===== config.mk =====
export PLATFORM = sky130hd
export DESIGN_NAME = rcp_pair_sequencer
export DESIGN_NICKNAME = d
export VERILOG_FILES = /design/src/rtl/rcp_pkg.sv /design/src/rtl/rcp_pair_sequencer.sv
export SDC_FILE = /design/constraint.sdc
export NUM_CORES = 1
export LEC_CHECK = 0
export ABC_AREA = 1
export ABC_CLOCK_PERIOD_IN_PS = 1400
export CAP_MARGIN = 0
export CORE_MARGIN = 3
export CORE_UTILIZATION = 41
export DETAILED_ROUTE_END_ITERATION = 10
export GPL_TIMING_DRIVEN = 0
export HOLD_SLACK_MARGIN = 0.05
export PLACE_DENSITY_LB_ADDON = 0.05
export SLEW_MARGIN = 15
export SYNTH_ARGS = -nofsm -noshare
export SYNTH_HDL_FRONTEND = slang
export SYNTH_SLANG_ARGS = --single-unit
export TNS_END_PERCENT = 100

===== constraint.sdc =====
create_clock -name i_clk -period 1.4 [get_ports i_clk]
set_clock_uncertainty 0.2 [all_clocks]
set_input_delay 0.28 -clock i_clk [delete_from_list [all_inputs] [get_ports i_clk]]
set_output_delay 0.28 -clock i_clk [all_outputs]
set_load 0.01 [all_outputs]

===== src/rtl/rcp_pkg.sv =====
// rtl/rcp_pkg.sv - shared Q-format constants and state encoding for the reciprocal pair sequencer
package rcp_pkg;

    localparam int RCP_M = 12;
    localparam int RCP_N = 12;
    localparam int RCP_W = RCP_M + RCP_N;

    // Largest positive Q value: sign bit clear, every other bit set.
    localparam logic [RCP_W-1:0] RCP_MAX_POS = {1'b0, {(RCP_W-1){1'b1}}};

    localparam int RCP_TIMEOUT_DEF = 64;

    typedef enum logic [2:0] {
        SEQ_IDLE    = 3'd0,
        SEQ_ISSUE_X = 3'd1,
        SEQ_WAIT_X  = 3'd2,
        SEQ_ISSUE_Y = 3'd3,
        SEQ_WAIT_Y  = 3'd4,
        SEQ_DONE    = 3'd5
    } rcp_seq_state_e;

endpackage


===== src/rtl/rcp_pair_sequencer.sv =====
// rtl/rcp_pair_sequencer.sv - feeds X then Y through one shared reciprocal engine; optional watchdog under RCP_SEQ_TIMEOUT_EN
module rcp_pair_sequencer
    import rcp_pkg::*;
#(
    parameter int M       = RCP_M,
    parameter int N       = RCP_N,
    parameter bit ABS     = 1'b1,
    parameter int TIMEOUT = RCP_TIMEOUT_DEF
) (
    input  logic           i_clk,
    input  logic           i_reset_n,
    input  logic           i_start,
    input  logic [M+N-1:0] i_x,
    input  logic [M+N-1:0] i_y,
    output logic           o_busy,
    output logic [M+N-1:0] o_rcp_x,
    output logic [M+N-1:0] o_rcp_y,
    output logic           o_sat_x,
    output logic           o_sat_y,
    output logic           o_done,
    output logic           o_timeout,
    output logic           o_eng_start,
    output logic [M+N-1:0] o_eng_data,
    output logic           o_eng_abs,
    input  logic [M+N-1:0] i_eng_data,
    input  logic           i_eng_sat,
    input  logic           i_eng_done
);

    localparam int W = M + N;
    localparam logic [W-1:0] MAX_POS = {1'b0, {(W-1){1'b1}}};

    // A zero watchdog limit would fire before the engine could ever answer.
    if (TIMEOUT < 1) begin : g_timeout_range
        $error("rcp_pair_sequencer: TIMEOUT must be at least 1");
    end

    rcp_seq_state_e state_q, state_d;
    logic [W-1:0]   x_q, y_q;
    logic           accept;
    logic           wd_fire;

    assign accept = i_start && ((state_q == SEQ_IDLE) || (state_q == SEQ_DONE));

`ifdef RCP_SEQ_TIMEOUT_EN
    localparam int CW = $clog2(TIMEOUT + 1);
    logic [CW-1:0] wd_cnt_q;
    logic          timeout_q;

    // Watchdog counter: cleared in the ISSUE cycle so it reads 0 on WAIT entry.
    always_ff @(posedge i_clk or negedge i_reset_n) begin
        if (!i_reset_n) begin
            wd_cnt_q <= '0;
        end else if ((state_q == SEQ_ISSUE_X) || (state_q == SEQ_ISSUE_Y)) begin
            wd_cnt_q <= '0;
        end else if ((state_q == SEQ_WAIT_X) || (state_q == SEQ_WAIT_Y)) begin
            wd_cnt_q <= wd_cnt_q + CW'(1);
        end
    end

    assign wd_fire = ((state_q == SEQ_WAIT_X) || (state_q == SEQ_WAIT_Y)) &&
                     !i_eng_done && (wd_cnt_q == CW'(TIMEOUT - 1));

    // Timeout pulse lines up with the forced result becoming visible.
    always_ff @(posedge i_clk or negedge i_reset_n) begin
        if (!i_reset_n) begin
            timeout_q <= 1'b0;
        end else begin
            timeout_q <= wd_fire;
        end
    end

    assign o_timeout = timeout_q;
`else
    assign wd_fire   = 1'b0;
    assign o_timeout = 1'b0;
`endif

    // State register.
    always_ff @(posedge i_clk or negedge i_reset_n) begin
        if (!i_reset_n) begin
            state_q <= SEQ_IDLE;
        end else begin
            state_q <= state_d;
        end
    end

    // Next-state logic; engine done only matters in the WAIT states.
    always_comb begin
        state_d = state_q;
        case (state_q)
            SEQ_IDLE:    if (accept) state_d = SEQ_ISSUE_X;
            SEQ_ISSUE_X: state_d = SEQ_WAIT_X;
            SEQ_WAIT_X:  if (i_eng_done || wd_fire) state_d = SEQ_ISSUE_Y;
            SEQ_ISSUE_Y: state_d = SEQ_WAIT_Y;
            SEQ_WAIT_Y:  if (i_eng_done || wd_fire) state_d = SEQ_DONE;
            SEQ_DONE:    state_d = accept ? SEQ_ISSUE_X : SEQ_IDLE;
            default:     state_d = SEQ_IDLE;
        endcase
    end

    // Operand latch: only a request accepted in IDLE or DONE overwrites it.
    always_ff @(posedge i_clk or negedge i_reset_n) begin
        if (!i_reset_n) begin
            x_q <= '0;
            y_q <= '0;
        end else if (accept) begin
            x_q <= i_x;
            y_q <= i_y;
        end
    end

    // Result capture: each result moves only on its own done or watchdog edge.
    always_ff @(posedge i_clk or negedge i_reset_n) begin
        if (!i_reset_n) begin
            o_rcp_x <= '0;
            o_sat_x <= 1'b0;
            o_rcp_y <= '0;
            o_sat_y <= 1'b0;
        end else begin
            if (state_q == SEQ_WAIT_X) begin
                if (i_eng_done) begin
                    o_rcp_x <= i_eng_data;
                    o_sat_x <= i_eng_sat;
                end else if (wd_fire) begin
                    o_rcp_x <= MAX_POS;
                    o_sat_x <= 1'b1;
                end
            end
            if (state_q == SEQ_WAIT_Y) begin
                if (i_eng_done) begin
                    o_rcp_y <= i_eng_data;
                    o_sat_y <= i_eng_sat;
                end else if (wd_fire) begin
                    o_rcp_y <= MAX_POS;
                    o_sat_y <= 1'b1;
                end
            end
        end
    end

    // Engine-facing and status outputs decode straight from the state register.
    always_comb begin
        o_eng_data = '0;
        case (state_q)
            SEQ_ISSUE_X, SEQ_WAIT_X: o_eng_data = x_q;
            SEQ_ISSUE_Y, SEQ_WAIT_Y: o_eng_data = y_q;
            default:                 o_eng_data = '0;
        endcase
    end

    assign o_eng_start = (state_q == SEQ_ISSUE_X) || (state_q == SEQ_ISSUE_Y);
    assign o_busy      = (state_q == SEQ_ISSUE_X) || (state_q == SEQ_WAIT_X) ||
                         (state_q == SEQ_ISSUE_Y) || (state_q == SEQ_WAIT_Y);
    assign o_done      = (state_q == SEQ_DONE);
    assign o_eng_abs   = ABS;

endmodule


==> summary.md <==
| Metric | Value |
|---|---|
| Status | `finished, violations left` |
| Failing checks | `negative setup slack` |
| Vias | `4344` |
| Pre-CTS WS | `-815 ps` |
| Area of the multi-input gates | `~1900 um^2` |
| Distinct cells, synth | `17` |
| Final count of hold timing violations | `0` |
| Crit-path leading delay family | `buffers and inverters` |
| Sequential-to-total area share from yosys stat | `0.578` |
| Fin nets | `849` |
| Simple-Gate Fraction of Synth Area | `0.287` |
| Max Freq | `459 MHz` |
| Xor/xnor share of the synthesized area | `0` |
| Setup TNS | `-46010 ps` |
| FILL cells | `slightly below 800` |
| Multiplexer share of the synthesized area | `0` |
| Post-Syn Nets | `609` |
| Peak supply drop | `1.16 mV` |
| Synth-to-layout area growth | `71.0%` |
| CP Class | `reg -> out` |
| Number of synthesis warnings | `0` |
| Syn Inst Count | `532` |
| Storage cell area | `2530 um^2` |
| First-pass GRT wire length | `between 20000 and 25000 um` |
| Yosys reg bits | `101` |
| RSZ-0062 raised after global routing | `true` |
| CP max-delay cell | `dfrtp_2` |
| Static Leak | `slightly below 4 nW` |
| Clk pin slew, worst setup/hold paths | `110 ps` |
| Clock Path Buffers | `2` |
| Total CTS buffers | `9` |
| Initial Utilization | `0.422` |
| Final GP Congestion | `0.809` |
| Worst path most repeated cell | `buf_6` |
| Count of input and output buffers | `153` |
| Post-route ant nets | `0` |
| Post-synth top area share | `0.578` |
| Leading area contributor after synthesis | `dfrtp_1` |
| Hold Crit Class | `in -> async` |
| # rows | `37` |
| Max-Cap Viols | `0` |
| # H-tree levels | `3` |
| CP peak stage delay | `roughly 460 ps` |
| Worst EP arrival | `1700 ps` |
| Residual DRC | `0` |
| Cells along the critical path | `nor2_4 > buf_6 > o21ai_4 > inv_4 > buf_6 > buf_8 > nand2_2 > nand2_2 > buf_6` |
| Share of layout cells above drive strength 1 | `0.385` |
| # clock sinks | `101` |
| Initial DRC Count | `198` |
| Adder and majority cell fraction of the synthesized area | `0` |
| Max Slew Vio Count | `0` |
| Wire per inst | `15.2 um` |
| Pre-Repair DR Iteration Count | `5` |
| GRT overflow | `0` |
| CP bufs+invs | `5` |
| Core Util, Final | `0.721` |
| Critical Path Start Type | `flop` |
| Clk root buf | `clkbuf_8` |
| HPWL after DPL | `~8500 um` |
| # diodes | `0` |
| Worst endpoint required time | `920 ps` |
| Compound-Gate Fraction of Synth Area | `0.0607` |
| Design Power | `18.0 mW` |
| Post-Route WL | `13900 um` |
| Worst skew pair latency | `approximately 360 ps` |
| Vias per cell | `4.76` |
| Final period util | `1.56` |
| Largest net degree at the start of global routing | `72` |
| Setup crit end kind | `primary output` |
| Die Ht | `109 um` |
| Core area | `10400 um^2` |
| Tmin final | `between 2000 and 2500 ps` |
| P per Cell Area | `~2400 nW/um^2` |
| Top cells by area, synth | `dfrtp_1 58%, nand2_1 21%, nand3_1 6.3%` |
| Initial antenna violation count | `0` |
| IO Pins | `156` |
| Tot GR Track Use | `0.219` |
| Max FO, Critical Path | `5` |
| Die W | `between 100 and 150 um` |
| Die Area | `~12000 um^2` |
| Vias in the first global route | `4037` |
| Synth Cell Area | `4370 um^2` |
| Post-Syn Area per Cell | `8.22 um^2` |
| Largest family of logic cells by synthesized area | `simple AND/OR/NAND/NOR gates` |
| Setup violators final | `127` |
| CTS tree | `built` |
| Fin worst setup slack | `-779 ps` |
through the flow:
stage	instances	cell area [um^2]	hold slack (ps)
finish	913	7480	147
global route	913	7480	156
CTS	883	6860	139
detailed placement	822	6180	-23.1
global placement	821	6150	254
floorplan	532	4450	-216
worst register-to-register path, delay by kind of cell, from the launching register on:
| kind | cells | cell delay (ps) |
|---|---|---|
| simple gates | 5 | 420 |
| buf+inv | 6 | 690 |
| flops | 1 | 460 |
layout by cell type, fill, tap and decap left out, types with 4 or more instances in the layout:
| master | count |
|---|---|
| buf_6 | 68 |
| buf_4 | 41 |
| o21ai_0 | 30 |
| nand2_4 | 12 |
| buf_2 | 49 |
| inv_1 | 27 |
| nand2_1 | 172 |
| clkbuf_16 | 4 |
| nand3_2 | 7 |
| clkdlybuf4s50_1 | 75 |
| inv_4 | 4 |
| nand2_2 | 64 |
| o21ai_1 | 22 |
| nand3_1 | 46 |
| buf_8 | 9 |
| dfrtp_1 | 98 |
| buf_12 | 5 |
| clkbuf_8 | 12 |
final cells by class:
class	count	share of cell area
clock buffer	10	0.0184
tap	136	0.0228
timing repair buffer	230	0.294
buffer	31	0.0458
clock inverter	6	0.00920
inverter	34	0.0199
multi-input combinational	365	0.252
sequential	101	0.338
power breakdown:
part           internal (mW)  switching, mW
sequential              4.26          0.892
combinational           5.79           5.13
clock                  0.889           1.05
cell usage after synthesis:
cell,count
nand2_1,247
dfrtp_1,101
nand3_1,55
o21ai_0,37
inv_1,31
o21ai_1,16
buf_2,14
buf_4,6
clkbuf_1,6
buf_6,4
nand2_2,3
nor2_1,3
buf_1,2
conb_1,2
inv_2,2
nor2_4,2
clkinv_1,1
layer usage:
metal	global-route usage	wire, um	vias up	share of wire
met5	0	0	-	0
met4	0.0552	191	0	0.014
met3	0.0509	803	14	0.058
met2	0.346	6840	120	0.49
met1	0.305	6020	2074	0.43
li1	-	-	2136	-
state kept, by name (all words and copies together), names as in the netlist:
signal	flops
o_sat_x	1
state_q	3
o_rcp_y	24
x_q	24
o_sat_y	1
y_q	24
o_rcp_x	24
path summary, 6_finish.rpt:
path / from / endpoint / slack, ps / cells past startpoint
max: state_q[0]$_DFFE_PN0P_ / o_eng_data[1] / -780 / 9
min in group i_clk: i_x[2] / x_q[2]$_DFFE_PN0P_ / 260 / 3
max in group asynchronous: i_reset_n / state_q[1]$_DFFE_PN0P_ / 170 / 3
min: i_reset_n / o_rcp_y[11]$_DFFE_PN0P_ / 150 / 2
min reg2reg: x_q[15]$_DFFE_PN0P_ / x_q[15]$_DFFE_PN0P_ / 290 / 2
max reg2reg: state_q[0]$_DFFE_PN0P_ / y_q[7]$_DFFE_PN0P_ / -420 / 11
cell families (layout without fill, tap and decap cells):
logic type	Yosys count	count (layout)
and+or+nand+nor	310	310
DFF	101	101
buffers and inverters	66	311
AOI/OAI and AO/OA	53	53
other	2	2
timing repair:
action	in CTS	in global routing
hold buffers	1	0
setup endpoints to repair	175	176
setup buffers	36	29
pin swaps	20	20
hold endpoints to repair	101	0
resized for setup	435	98
gates cloned	9	5
Note: power is estimated with default switching activity, not from simulation.
